## src/rtl/regfile_pkg.sv

```systemverilog
// Shared definitions for the multi-port integer register file.
// Holds the default geometry of the core's integer file and the
// register/data types used by code that works at the default size.
package regfile_pkg;

  localparam int REG_WIDTH = 32;
  localparam int REG_DEPTH = 32;
  localparam int REG_ZERO  = 0;   // architectural index of x0
  localparam int REG_A0    = 10;  // architectural index of a0

  typedef logic [4:0]  reg_addr_t;
  typedef logic [31:0] reg_data_t;

endpackage

```

## src/rtl/regfile_scoreboard.sv

```systemverilog
// Pending-write scoreboard: one busy bit per register.
// Ports:
//   clk, rst       clock, synchronous active-high reset
//   wr_en_i        per-port writeback enables (clear the target's busy bit)
//   wr_addr_i      per-port writeback addresses, packed ADDR_W each
//   alloc_en_i     issue stage reserves a destination register
//   alloc_addr_i   register being reserved (sets its busy bit)
//   busy_d_o       scoreboard as it will be after this edge
//   busy_q_o       current scoreboard
module regfile_scoreboard
  import regfile_pkg::*;
#(
  parameter int DEPTH    = REG_DEPTH,
  parameter int ADDR_W   = $clog2(DEPTH),
  parameter int NUM_WR   = 1,
  parameter int ZERO_REG = 1
) (
  input  logic                     clk,
  input  logic                     rst,
  input  logic [NUM_WR-1:0]        wr_en_i,
  input  logic [NUM_WR*ADDR_W-1:0] wr_addr_i,
  input  logic                     alloc_en_i,
  input  logic [ADDR_W-1:0]        alloc_addr_i,
  output logic [DEPTH-1:0]         busy_d_o,
  output logic [DEPTH-1:0]         busy_q_o
);

  logic [DEPTH-1:0] busy_d;
  logic [DEPTH-1:0] busy_q;

  // Clears are applied before the set so that a producer issued in the
  // same cycle as an older producer's writeback keeps the register busy.
  always_comb begin
    busy_d = busy_q;
    for (int j = 0; j < NUM_WR; j++) begin
      if (wr_en_i[j]) busy_d[wr_addr_i[j*ADDR_W +: ADDR_W]] = 1'b0;
    end
    if (alloc_en_i) busy_d[alloc_addr_i] = 1'b1;
    if (ZERO_REG != 0) busy_d[0] = 1'b0;
  end

  always_ff @(posedge clk) begin
    if (rst) busy_q <= '0;
    else     busy_q <= busy_d;
  end

  assign busy_d_o = busy_d;
  assign busy_q_o = busy_q;

endmodule

```

## src/rtl/regfile_mp.sv

```systemverilog
// Parametrised multi-port integer register file.
// NUM_RD registered read ports with same-cycle write-to-read bypass,
// NUM_WR write ports (highest-numbered port wins on address conflict),
// a pending-write scoreboard and a combinational debug tap.
// Ports:
//   clk, rst     clock, synchronous active-high reset
//   rd_addr      read addresses, port i at [i*ADDR_W +: ADDR_W]
//   rd_data      registered read data, port i at [i*WIDTH +: WIDTH]
//   rd_busy      registered busy flag of each read address
//   wr_en        write enables, one per write port
//   wr_addr      write addresses, packed ADDR_W each
//   wr_data      write data, packed WIDTH each
//   alloc_en     reserve a destination register this cycle
//   alloc_addr   register being reserved
//   busy_vec     current scoreboard
//   dbg_q        stored value of register DBG_IDX (no bypass)
module regfile_mp
  import regfile_pkg::*;
#(
  parameter int WIDTH    = REG_WIDTH,
  parameter int DEPTH    = REG_DEPTH,
  parameter int ADDR_W   = $clog2(DEPTH),
  parameter int NUM_RD   = 2,
  parameter int NUM_WR   = 1,
  parameter int ZERO_REG = 1,
  parameter int DBG_IDX  = REG_A0
) (
  input  logic                     clk,
  input  logic                     rst,
  input  logic [NUM_RD*ADDR_W-1:0] rd_addr,
  output logic [NUM_RD*WIDTH-1:0]  rd_data,
  output logic [NUM_RD-1:0]        rd_busy,
  input  logic [NUM_WR-1:0]        wr_en,
  input  logic [NUM_WR*ADDR_W-1:0] wr_addr,
  input  logic [NUM_WR*WIDTH-1:0]  wr_data,
  input  logic                     alloc_en,
  input  logic [ADDR_W-1:0]        alloc_addr,
  output logic [DEPTH-1:0]         busy_vec,
  output logic [WIDTH-1:0]         dbg_q
);

  localparam logic [ADDR_W-1:0] DBG_A = ADDR_W'(DBG_IDX);

  logic [WIDTH-1:0]        regs_q [DEPTH];
  logic [WIDTH-1:0]        rd_eff [NUM_RD];
  logic [NUM_RD*WIDTH-1:0] rd_data_q;
  logic [NUM_RD-1:0]       rd_busy_q;
  logic [DEPTH-1:0]        busy_d;

  regfile_scoreboard #(
    .DEPTH    (DEPTH),
    .ADDR_W   (ADDR_W),
    .NUM_WR   (NUM_WR),
    .ZERO_REG (ZERO_REG)
  ) u_sb (
    .clk          (clk),
    .rst          (rst),
    .wr_en_i      (wr_en),
    .wr_addr_i    (wr_addr),
    .alloc_en_i   (alloc_en),
    .alloc_addr_i (alloc_addr),
    .busy_d_o     (busy_d),
    .busy_q_o     (busy_vec)
  );

  // Effective read value: stored data, overridden by any write landing on
  // the same edge. Later ports override earlier ones so the bypass agrees
  // with what storage will hold.
  always_comb begin
    for (int i = 0; i < NUM_RD; i++) begin
      rd_eff[i] = regs_q[rd_addr[i*ADDR_W +: ADDR_W]];
      for (int j = 0; j < NUM_WR; j++) begin
        if (wr_en[j] && (wr_addr[j*ADDR_W +: ADDR_W] == rd_addr[i*ADDR_W +: ADDR_W]))
          rd_eff[i] = wr_data[j*WIDTH +: WIDTH];
      end
      if ((ZERO_REG != 0) && (rd_addr[i*ADDR_W +: ADDR_W] == '0))
        rd_eff[i] = '0;
    end
  end

  // Storage: loop order gives the highest-numbered port priority.
  always_ff @(posedge clk) begin
    if (rst) begin
      for (int r = 0; r < DEPTH; r++) regs_q[r] <= '0;
    end else begin
      for (int j = 0; j < NUM_WR; j++) begin
        if (wr_en[j] && !((ZERO_REG != 0) && (wr_addr[j*ADDR_W +: ADDR_W] == '0)))
          regs_q[wr_addr[j*ADDR_W +: ADDR_W]] <= wr_data[j*WIDTH +: WIDTH];
      end
    end
  end

  // Read stage: data and busy flag sampled together. The busy flag comes
  // from the post-edge scoreboard so it matches the data returned.
  always_ff @(posedge clk) begin
    if (rst) begin
      rd_data_q <= '0;
      rd_busy_q <= '0;
    end else begin
      for (int i = 0; i < NUM_RD; i++) begin
        rd_data_q[i*WIDTH +: WIDTH] <= rd_eff[i];
        rd_busy_q[i]                <= busy_d[rd_addr[i*ADDR_W +: ADDR_W]];
      end
    end
  end

  assign rd_data = rd_data_q;
  assign rd_busy = rd_busy_q;
  assign dbg_q   = regs_q[DBG_A];

endmodule

```

## config.mk

```make
export PLATFORM = sky130hd
export DESIGN_NAME = regfile_mp
export DESIGN_NICKNAME = d
export VERILOG_FILES = /design/src/rtl/regfile_pkg.sv /design/src/rtl/regfile_scoreboard.sv /design/src/rtl/regfile_mp.sv
export SDC_FILE = /design/constraint.sdc
export NUM_CORES = 2
export LEC_CHECK = 0
export BUFFER_PORTS_ARGS = -buffer_cell sky130_fd_sc_hd__buf_4
export CAP_MARGIN = 20
export CORE_MARGIN = 4
export CORE_UTILIZATION = 60
export CTS_CLUSTER_DIAMETER = 120
export CTS_CLUSTER_SIZE = 12
export DETAILED_ROUTE_END_ITERATION = 12
export PLACE_DENSITY_LB_ADDON = 0.15
export SKIP_LAST_GASP = 1
export SYNTH_ARGS = -nofsm -noshare
export SYNTH_HDL_FRONTEND = slang
export SYNTH_SLANG_ARGS = --single-unit
```

## constraint.sdc

```tcl
create_clock -name clk -period 8.8 [get_ports clk]
set_input_delay 0.44 -clock clk [delete_from_list [all_inputs] [get_ports clk]]
set_output_delay 0.44 -clock clk [all_outputs]
set_load 0.03 [all_outputs]
```

==> flow_summary.ini <==
[clock_tree]
insertion_delay_ns = 0.70
cts_resized = 0
cts_buffer_depth = 3
holdBufCountCts = 0
htree_num_levels = 3
numCtsBuffers = 103
clkTransAtPathRegs_ns = 0.06
cts_sinks = 1121
cts_setup_buffers = 0
root_buffer = clkbuf_16
cts_tree = done

[timing]
relSlewSlack = 0.188
setup_viol = 0
slew_violations = 0
tns_ns = 0
skew_ns = 0.0263
hold_viol = 0
fin_hold_ws_ns = 0.171
rsz0062_at_grt = no
period_share = 0.488
worst_slew_pin_slew_ns = 1.21
max_freq_ghz = 0.233
post-route-min-period_ns = 4.29
layout_setup_ws_ns = 4.51

[placed_design]
detailed_place_hpwl_um = 110000
io_buffers = 184
post-place-ws_ns = 3.93
numPlacedInstances = 4764
place_congestion = 0.889
placed_area_um2 = 60400

[critical_path]
cp-end-kind = flip-flop
crit_required_ns = 9.09
worstSetupPathType = input port to flip-flop
cp-start-kind = input port
setup.worst_path.start = wr_addr[4]
regToRegEndpoint = rd_data[29]
r2r-start = regs_q[10][29]
endpoint = regs_q[11][21]
crit_arrival_ns = 4.59
r2r_cells = 4
r2r_slack_ns = 6.41
cp_max_fo = 33

[synthesis]
syn_inst = 3632
async_flop_share = 0
synth.yosys.seq_area_share = 0.562
ys_warn_count = 0
synthFlopType = edfxtp_1
synth-simple-area-share = 0.128
syn_area_um2 = 58100
synth_compound_area_frac = 0.0182
synth_xor_area_frac = 0.00151
synth_cell_types = 61
syn_avg_cell_area_um2 = 16.0
synthMuxAreaShare = 0.262
synthAdderAreaFrac = 0
synth_edf_count = 1024
ys_ff_latch = 1121
synth_top_family_by_area = multiplexers

[die]
ios = 186
die_height_um = 319
fp.dieW_um = 319
fp.coreArea_um2 = 95600
start_util = 0.608
rows = 113
dieArea_um2 = 102000

[detailed_routing]
firstDrtPassIters = 5
ant_nets = 0
via_per_inst = 7.11
drc = 0
wire_per_inst_um = 35.9
drtIter0Drc = 5287
vias = 35300
drt_wl_total_um = 178000

[finish]
area_delta_synth_final_pct = 9.16
drive_gt1_frac = 0.287
nets = 3662
final_util = 0.664
fin_area_um2 = 63400
nFillCells = 6565
multi_input_area_um2 = 24200
stdcell_count = 4961
regArea_um2 = 32700

[worst_hold_path]
hold_class = input port to flip-flop

[power_and_ir_drop]
total_leakage_power_nw = 21.6
p_per_area_nw_per_um2 = 192
power_mw = 12.2
ir_drop_mv = 0.175

[outcome]
status = finished, final reports clean

[global_routing]
grt_start_max_net_pins = 152
grt_pass1_vias = 35800
antenna_found_initial = 8
grt_pass1_wl_um = 257000
grt_overflow = 0
globalRouteTotalUtil = 0.351

[job]
drv_cap = 0
[synth_stat cells, types with 8 or more instances]
library cell	n	share of area
and2_1	994	0.11
nor2_1	121	0.0078
or2_2	29	0.0031
nand2_1	25	0.0016
edfxtp_1	1024	0.53
clkbuf_1	289	0.019
o21a_1	15	0.0019
nand3_1	9	0.00077
dfxtp_1	97	0.033
mux4_2	646	0.25
a21oi_1	21	0.0018
buf_1	18	0.0012
o21ai_0	22	0.0019
mux2i_1	69	0.012
nor2b_1	8	0.00086
nand3b_1	11	0.0014
buf_2	78	0.0067
a211oi_1	65	0.0084
[critical path: stages]
cell     delay, ns
buf_4         0.14
or3_1         0.50
nor3_2        0.08
nor3b_2       0.40
nand3_1       0.85
nor2_4        1.12
or2_2         1.00
[layout make-up]
| cell class | instances | share of cell area |
|---|---|---|
| sequential | 1121 | 0.515 |
| multi-input combinational | 2149 | 0.382 |
| clock buffer | 188 | 0.0463 |
| timing repair buffer | 227 | 0.0300 |
| tap | 1265 | 0.0249 |
| clock inverter | 6 | 0.00142 |
| inverter | 4 | 0.000316 |
| antenna | 1 | 0.0000394 |
[per-layer routing]
metal  track usage  vias up  wire length [um]
met1         0.505    18500             65800
li1              -    14000                 -
met2         0.531     2461             82900
met5             0        -                76
met3        0.0994      337             23500
met4         0.111       12              5880
[cell families (layout without fill, tap and decap cells)]
kind of cell           after synthesis  after routing
AND/OR/NAND/NOR                   1237           1237
flip-flops                        1121           1121
multiplexers                       716            716
buffers and inverters              394            425
AO/OA/AOI/OAI                      153            153
XOR/XNOR                            10             10
other                                1             34
[where the power goes]
part	total, mW	switching (mW)	internal (mW)	leakage, nW
combinational	1.65	0.950	0.697	9.65
sequential	6.28	0.167	6.12	10.6
clock	4.26	2.01	2.25	1.43
total	12.2	3.12	9.06	21.6
[worst min-delay path by stage]
stage,from,end,cells after the start
after floorplan,wr_data[2],rd_data[34],2
after global placement,u_sb.busy_q_o[12],u_sb.busy_q_o[12],2
after detailed placement,u_sb.busy_q_o[15],u_sb.busy_q_o[15],2
after CTS,alloc_addr[2],u_sb.busy_q_o[2],4
after global routing,alloc_addr[2],u_sb.busy_q_o[16],4
final,alloc_addr[2],u_sb.busy_q_o[16],4
[registers in the layout, indices dropped and copies added (netlist names)]
name and cells:
rd_busy 2, u_sb.busy_q_o 31, rd_data 64, regs_q 1024
[layout by cell type (no fill, tap or decap), types with 29 or more instances in the layout]
| master | Yosys | final |
|---|---|---|
| a211oi_1 | 65 | 65 |
| nor2_1 | 121 | 90 |
| clkbuf_16 | 0 | 105 |
| or2_2 | 29 | 29 |
| nor2_4 | 0 | 30 |
| and2_1 | 994 | 994 |
| mux4_2 | 646 | 646 |
| conb_1 | 1 | 33 |
| dfxtp_1 | 97 | 97 |
| edfxtp_1 | 1024 | 1024 |
| clkbuf_1 | 289 | 83 |
| mux2i_1 | 69 | 69 |
| buf_4 | 4 | 210 |
Power figures use the tool's default switching activity.
